==> config.mk <==
export PLATFORM = sky130hd
export DESIGN_NAME = strassen_seq_ctrl
export DESIGN_NICKNAME = d
export VERILOG_FILES = /design/src/rtl/strassen_seq_ctrl.sv
export SDC_FILE = /design/constraint.sdc
export NUM_CORES = 1
export LEC_CHECK = 0
export ABC_AREA = 1
export CAP_MARGIN = 20
export CORE_ASPECT_RATIO = 1.4
export CORE_UTILIZATION = 51
export CTS_CLUSTER_DIAMETER = 50
export CTS_CLUSTER_SIZE = 16
export DETAILED_ROUTE_END_ITERATION = 10
export PLACE_DENSITY = 0.79
export SYNTH_ARGS = -nofsm -noshare
export SYNTH_HDL_FRONTEND = slang
export SYNTH_SLANG_ARGS = --single-unit
==> constraint.sdc <==
create_clock -name clk_i -period 3.15 [get_ports clk_i]
set_clock_uncertainty 0.2 [all_clocks]
set_input_delay 0.63 -clock clk_i [delete_from_list [all_inputs] [get_ports clk_i]]
set_output_delay 0.63 -clock clk_i [all_outputs]
set_load 0.05 [all_outputs]
==> src/rtl/strassen_seq_ctrl.sv <==
// Moore sequencer for the Strassen 2x2-block multiply datapath: input load, seven
// products M1..M7 (pre-add, multiply, writeback), four C-quadrant combines, Done.
module strassen_seq_ctrl #(
  parameter int TO_W    = 8,
  parameter int TIMEOUT = 200
) (
  input  logic       clk_i,
  input  logic       rst_ni,
  input  logic       start_i,
  input  logic       clr_i,
  input  logic       mul_done_i,
  output logic       en_in_o,
  output logic       en_op_o,
  output logic [2:0] op_sel_o,
  output logic       mul_go_o,
  output logic [6:0] en_m_o,
  output logic [3:0] en_c_o,
  output logic       busy_o,
  output logic       done_o,
  output logic       err_o
);

  typedef enum logic [3:0] {
    S_IDLE,
    S_LOAD,
    S_OPND,
    S_GO,
    S_WAIT,
    S_WB,
    S_COMB,
    S_DONE,
    S_ERR
  } state_e;

  localparam logic [TO_W-1:0] TO_LAST  = TO_W'(TIMEOUT - 1);
  localparam logic [2:0]      IDX_LAST = 3'd6;

  state_e          state_q, state_d;
  logic [2:0]      idx_q, idx_d;
  logic [1:0]      q_q, q_d;
  logic [TO_W-1:0] cnt_q, cnt_d;

  always_ff @(posedge clk_i or negedge rst_ni) begin
    if (!rst_ni) begin
      state_q <= S_IDLE;
      idx_q   <= 3'd0;
      q_q     <= 2'd0;
      cnt_q   <= '0;
    end else begin
      state_q <= state_d;
      idx_q   <= idx_d;
      q_q     <= q_d;
      cnt_q   <= cnt_d;
    end
  end

  always_comb begin
    state_d  = state_q;
    idx_d    = idx_q;
    q_d      = q_q;
    cnt_d    = cnt_q;
    en_in_o  = 1'b0;
    en_op_o  = 1'b0;
    mul_go_o = 1'b0;
    done_o   = 1'b0;
    err_o    = 1'b0;
    busy_o   = (state_q != S_IDLE);
    op_sel_o = idx_q;

    case (state_q)
      S_IDLE: begin
        if (start_i) state_d = S_LOAD;
      end
      S_LOAD: begin
        en_in_o = 1'b1;
        idx_d   = 3'd0;
        state_d = S_OPND;
      end
      S_OPND: begin
        en_op_o = 1'b1;
        state_d = S_GO;
      end
      S_GO: begin
        mul_go_o = 1'b1;
        cnt_d    = '0;
        state_d  = mul_done_i ? S_WB : S_WAIT;
      end
      S_WAIT: begin
        // A result arriving in the expiry cycle still counts as success.
        cnt_d = cnt_q + TO_W'(1);
        if (mul_done_i)            state_d = S_WB;
        else if (cnt_q == TO_LAST) state_d = S_ERR;
      end
      S_WB: begin
        if (idx_q == IDX_LAST) begin
          q_d     = 2'd0;
          state_d = S_COMB;
        end else begin
          idx_d   = idx_q + 3'd1;
          state_d = S_OPND;
        end
      end
      S_COMB: begin
        q_d = q_q + 2'd1;
        if (q_q == 2'd3) state_d = S_DONE;
      end
      S_DONE: begin
        done_o  = 1'b1;
        idx_d   = 3'd0;
        state_d = S_IDLE;
      end
      S_ERR: begin
        err_o = 1'b1;
      end
      default: state_d = S_IDLE;
    endcase

    if (clr_i) begin
      state_d = S_IDLE;
      idx_d   = 3'd0;
      q_d     = 2'd0;
      cnt_d   = '0;
    end
  end

  // Bank enables are one-hot decodes of the writeback index and combine counter.
  for (genvar gi = 0; gi < 7; gi++) begin : g_en_m
    assign en_m_o[gi] = (state_q == S_WB) && (idx_q == 3'(gi));
  end

  for (genvar gi = 0; gi < 4; gi++) begin : g_en_c
    assign en_c_o[gi] = (state_q == S_COMB) && (q_q == 2'(gi));
  end

endmodule

==> out/results.txt <==
Outcome -> finished, violations left
Failing checks -> DRC
Area Overhead vs Synth -> 23.6%
Net Count, Synth -> 198
Top-count cell post-synth -> nand2_1
# rows -> 20
Worst Setup End Kind -> output pin
Final Core Density -> 0.689
Pwr dens -> 380 nW/um^2
Synth top area share -> 0.339
N_diodes -> 0
Final cell count without fillers -> 233
Final Max Slew Viols -> 0
Worst skew pair latency -> 290 ps
Synth area leaders -> dfrtp_1, nand2_1, ha_1, inv_1, nor2_1
# fillers -> 194
Cell family with most CP delay -> buffers and inverters
Cells after synthesis -> 183
Final instance area -> 1550 um^2
#FFs+latches synth -> 17
DP Area -> 1520 um^2
Total core area -> 2250 um^2
Setup CP Type -> flip-flop to output pin
CP max FO -> 6
Final cycle utilization of the critical path -> 0.956
Fraction of layout cells with a size suffix above 1 -> 0.0758
Worst endpoint required time -> 2320 ps
Hold slack -> 325 ps
GRT Residual Overflow -> 0
Netlist cell types -> 24
Worst-path cell chain -> inv_1 > ha_1 > nand2_1 > nand3b_1 > inv_1 > clkdlybuf4s50_1
Fmax -> 332 MHz
Leakage -> 0.788 nW
Port bufs -> 24
Die outline height -> 60.7 um
Post-synth EDFFs -> 0
Main flop type after synthesis -> dfrtp_1
Vias in the first global route -> 1139
Die Area -> 2670 um^2
Initial antenna violation count -> 0
Worst-Margin Slew -> 742 ps
Sequential fraction of the synthesis area -> 0.339
Critical Path AT -> 2180 ps
Dpl cells -> 229
Worst Path Buf+Inv -> 3
Pre-antenna DRT Iters -> 10
Max-cap check violation count -> 0
Clk buf depth -> 2
Slew margin rel. -> 0.504
H-tree Lvls -> 1
Clk slew on worst S/H paths -> 100 ps
CTS Buf Count -> 3
Crit start category -> flip-flop
Initial DRC Count -> 51
Async S/R FF share, synth -> 1.00
Final worst path period need -> 3010 ps
Hold Crit Class -> flip-flop to flip-flop
Yosys warning total -> 0
Post-CTS Setup Inserts -> 0
Dpl hpwl -> 2170 um
CTS tree -> built
Global-route wire length before repair -> 4550 um
Setup violators final -> 0
Total Routed Length -> 2680 um
Commonest cells in the netlist -> nand2_1, inv_1, nor2_1, dfrtp_1, nand3_1
Final ANT Viol Nets -> 0
Area leader, netlist -> dfrtp_1
VDD IR max -> 314 uV
Setup_tns -> 0 ps
Routability cong. -> 0.887
Via density -> 5.38
Delay of the slowest cell on the worst path -> 790 ps
Syn Area/Cell -> 6.86 um^2
Largest net degree at the start of global routing -> 18
Crit path max-delay cell type -> clkdlybuf4s50_1
Final Net Count -> 227
Io pins -> 25
Synthesized cell area -> 1250 um^2
Via Count -> 1253
Root buf cell -> clkbuf_4
Drc violations -> 3
Die Span X -> 43.9 um
Crit-path most repeated cell -> inv_1
Final hold vios -> 0
Drt wl/cell -> 11.5 um
GR Util All Layers -> 0.226
CTS Sinks -> 17
RSZ-0062 raised after global routing -> no
Initial Util -> 0.557
==> layout make-up <==
class                           count  area, um^2  area share
Sequential cell                    17         425       0.274
Multi-Input combinational cell    134         706       0.455
Timing Repair Buffer               25         250       0.161
Inverter                           31         116      0.0750
Tap cell                           22        27.5      0.0177
Clock buffer                        4        26.3      0.0169
==> sequential cells by signal, indices dropped and copies added (netlist names) <==
register	cells
cnt_q	8
op_sel_o	3
q_q	2
state_q	4
==> path summary, 6_finish.rpt <==
path / start / end / slack (ps) / depth (start not counted)
max: op_sel_o[0] / en_m_o[6] / 140 / 6
min: cnt_q[0] / cnt_q[0] / 330 / 1
max reg2reg: op_sel_o[0] / op_sel_o[2] / 1460 / 7
min reg2reg: cnt_q[0] / cnt_q[0] / 330 / 1
max in group asynchronous: rst_ni / state_q[0] / 1710 / 1
min in group asynchronous: rst_ni / cnt_q[4] / 570 / 1
==> routing by layer <==
metal	vias to the layer above	track usage	share of wire
li1	638	-	-
met1	567	0.247	0.41
met2	42	0.424	0.53
met3	6	0.0298	0.037
met4	0	0.108	0.019
met5	-	0	0
==> cells in the final DEF (no fill, tap or decap) <==
cell | synthesis | layout
nand2_1 | 46 | 46
inv_1 | 30 | 30
nor2_1 | 24 | 24
clkdlybuf4s50_1 | 0 | 23
dfrtp_1 | 17 | 17
nand3_1 | 15 | 15
ha_1 | 10 | 10
o21ai_0 | 8 | 8
nor3_1 | 7 | 7
nor2_2 | 4 | 4
nand2_2 | 3 | 3
a21oi_1 | 3 | 3
nand4_1 | 3 | 3
clkbuf_4 | 0 | 3
nor2_4 | 2 | 2
nand3b_1 | 1 | 1
o21ai_2 | 1 | 1
o211ai_1 | 1 | 1
nor3b_1 | 1 | 1
inv_2 | 1 | 1
o22ai_1 | 1 | 1
o21ai_1 | 1 | 1
xnor2_1 | 1 | 1
a22o_2 | 1 | 1
nor4_1 | 1 | 1
clkbuf_1 | 0 | 1
dlymetal6s2s_1 | 0 | 1
buf_4 | 1 | 1
==> kinds of logic after synthesis <==
group	count (synthesis)	share of synthesized area
AOI/OAI and AO/OA	16	0.0738
DFF	17	0.339
buffers and inverters	32	0.0987
adders and majority gates	10	0.0997
and+or+nand+nor	107	0.382
xor gates and xnor gates	1	0.00698
==> metrics by stage <==
step	power (mW)	setup WS, ps
floorplan	0.413	292
global placement	0.478	498
detailed placement	0.480	459
CTS	0.593	136
global route	0.632	1.87
finish	0.590	139
==> what timing repair did <==
action                     CTS  global route
setup endpoints to repair    0             1
hold buffers                 0             0
gates resized for setup      0             1
==> where the power goes <==
part | switching (mW) | internal, mW
Combinational | 0.153 | 0.0722
Clock | 0.0647 | 0.0492
Sequential | 0.0189 | 0.232
Total | 0.236 | 0.353
Note: power is estimated with default switching activity, not from simulation.
==> patch: new RTL, same flow settings <==
Add an input register stage for `start_i`, `clr_i` and `mul_done_i`, without a reset; this delays them by one clock.
--- a/src/rtl/strassen_seq_ctrl.sv
+++ b/src/rtl/strassen_seq_ctrl.sv
@@ -36,4 +36,14 @@
   localparam logic [2:0]      IDX_LAST = 3'd6;
 
+  logic start_q;
+  logic clr_q;
+  logic mul_done_q;
+
+  always_ff @(posedge clk_i) begin
+    start_q    <= start_i;
+    clr_q      <= clr_i;
+    mul_done_q <= mul_done_i;
+  end
+
   state_e          state_q, state_d;
   logic [2:0]      idx_q, idx_d;
@@ -70,5 +80,5 @@
     case (state_q)
       S_IDLE: begin
-        if (start_i) state_d = S_LOAD;
+        if (start_q) state_d = S_LOAD;
       end
       S_LOAD: begin
@@ -84,10 +94,10 @@
         mul_go_o = 1'b1;
         cnt_d    = '0;
-        state_d  = mul_done_i ? S_WB : S_WAIT;
+        state_d  = mul_done_q ? S_WB : S_WAIT;
       end
       S_WAIT: begin
         // A result arriving in the expiry cycle still counts as success.
         cnt_d = cnt_q + TO_W'(1);
-        if (mul_done_i)            state_d = S_WB;
+        if (mul_done_q)            state_d = S_WB;
         else if (cnt_q == TO_LAST) state_d = S_ERR;
       end
@@ -116,5 +126,5 @@
     endcase
 
-    if (clr_i) begin
+    if (clr_q) begin
       state_d = S_IDLE;
       idx_d   = 3'd0;
Behaviour: not the same (a bounded check fails within 4 cycles, from zero or initial values and one cycle with rst_ni low).
==> patch against the original RTL <==
- synthesized area grew 8.8%
- sequential cell count grew 3
- sequential power grew 15%
- wire length grew 10%
- total power grew 14%
- first-iteration DRC count shrank 49%
- design area grew 11%
- worst setup slack gained 60 ps
- final cell count grew 5.2%
- core utilization grew 0.77 points
- critical endpoint is now en_in_o
- highest routed layer unchanged
==> patch: results (changes against the original RTL) <==
qor: hold_path.hold_path_end cnt_q[0]$_DFFE_PN0P_
qor: synth.synthArstFlopShare 85.0% [-15 points]
qor: detailed_routing.first_iteration_detailed_routing_drc_count 26 [-49%]
qor: worst_setup_path.crit-reg2reg-capture cnt_q[2]$_DFFE_PN0P_
qor: global_routing.via_count_of_the_first_global_routing_pass 1321 [+16%]
qor: detailed_routing.drtPass1Iterations 4 [-6]
qor: layout.fraction_of_final_layout_cells_with_drive_strength_greater_than_1 11.8% [+4.3 points]
qor: sta.whs 346 ps [+21.1 ps]
qor: synth.synth_seq_area_share 35.6% [+1.7 points]
qor: worst_setup_path.critPathSlowestCell sky130_fd_sc_hd__clkdlybuf4s50_1
qor: worst_setup_path.regToRegStartpoint state_q[1]$_DFFE_PN0P_
qor: pwr.p_int 0.455 mW [+29%]
qor: worst_setup_path.family_with_the_most_delay_on_the_worst_path buffers and inverters
qor: synth.ys_top_cells_by_count 39 x sky130_fd_sc_hd__inv_1, 25 x sky130_fd_sc_hd__nand2_1, 22 x sky130_fd_sc_hd__nor2_1
qor: layout.antenna-diode-count 0 [unchanged]
qor: status.status finished clean
qor: hold_path.timing.hold.worst_path_depth 1 [unchanged]
qor: synth.post_synth_main_area_contributors sky130_fd_sc_hd__dfrtp_1 31%, sky130_fd_sc_hd__inv_1 11%, sky130_fd_sc_hd__ha_1 9.2%
qor: worst_setup_path.crit_startpoint state_q[2]$_DFFE_PN0P_
qor: synth.netlist-cell-type-count 23 [-4.2%]
qor: placed_design.place_hpwl 2380 um [+9.6%]
qor: global_routing.grtUsageTotal 25.0% [+2.5 points]
qor: layout.final_net_count 227 [unchanged]
qor: worst_setup_path.ff2ff_path_depth 5 [-2]
qor: placed_design.routability_driven_placement_congestion_ratio 0.873 [-1.6%]
qor: global_routing.wire_length_of_the_first_global_routing_pass 5370 um [+18%]
qor: synth.postSynthNetCount 199 [+0.51%]
qor: pwr.vdd_drop_max 339 uV [+7.9%]
qor: clock_tree.cts.clk_slew.worst_paths 110 ps
qor: worst_setup_path.crit_path_max_incr_delay 850 ps [+60 ps]
qor: clock_tree.clock_insertion_delay_worst_skew 310 ps [+20 ps]
qor: global_routing.grt_antenna_before_repair 0 [unchanged]
qor: clock_tree.cts_buffers 3 [unchanged]
qor: detailed_routing.drt_wl_total 2950 um [+10%]
qor: global_routing.grt_start_max_net_pins 18 [unchanged]
qor: worst_setup_path.cp.arrival 2120 ps [-60 ps]
qor: worst_setup_path.worst-r2r-setup-slack 1490 ps [+30 ps]
qor: worst_setup_path.critical_path.endpoint en_in_o
qor: sta.slew_at_the_pin_closest_to_its_max_slew_limit 765 ps [+22.8 ps]
qor: clock_tree.max-clock-path-buffers 2 [unchanged]
qor: placed_design.place.port_buffers 24 [unchanged]
qor: worst_setup_path.critical_path_peak_fanout 4 [-2]
qor: detailed_routing.drt-vias-per-instance 5.11 [-4.9%]
qor: pwr.p_leak 1.05 nW [+33%]
[patch: cell type report]
cell class | instances | area (sq um)
tap | 34 | 42.5
clock inverter | 1 | 30.0
multi-input combinational | 121 | 714
clock buffer | 3 | 22.5
timing repair buffer | 24 | 268
fill | 222 | 749
sequential | 20 | 485
inverter | 42 | 158
[patch: through the flow]
| step | total power, mW | instance area, sq um | instances | setup WS (ps) |
|---|---|---|---|---|
| floorplan | 0.415 | 1370 | 184 | 285 |
| global placement | 0.466 | 1640 | 241 | 431 |
| detailed placement | 0.473 | 1640 | 241 | 377 |
| CTS | 0.679 | 1690 | 245 | 27.8 |
| global route | 0.716 | 1720 | 245 | 96.1 |
| finish | 0.675 | 1720 | 245 | 199 |
[patch: layer usage]
layer	vias up	wire, um	track usage (%)
li1	638	-	-
met1	580	1210	28.0
met2	27	1620	43.2
met3	8	70	3.72
met4	0	54	13.2
met5	-	0	0
[patch: kinds of logic (layout without fill, tap and decap cells)]
| family | Yosys count | count (layout) | share of synthesized area, % |
|---|---|---|---|
| AO/OA/AOI/OAI | 16 | 16 | 7.52 |
| AND/OR/NAND/NOR | 95 | 95 | 35.7 |
| adder cells (fa/ha/maj) | 10 | 10 | 9.17 |
| flip-flops | 20 | 20 | 35.6 |
| buffers and inverters | 43 | 70 | 12.1 |
[patch: power by group through the flow]
stage	clock network [mW]	registers, mW	logic, mW
4_1_cts	0.211	0.288	0.180
3_3_place_gp	0	0.292	0.174
3_5_place_dp	0	0.293	0.180
5_1_grt	0.226	0.291	0.199
6_report	0.209	0.288	0.179
2_1_floorplan	0	0.312	0.104
[patch: what timing repair did]
action | 4_1_cts | 5_1_grt
resized for setup | 0 | 11
setup endpoints to repair | 0 | 11
hold buffers | 0 | 0
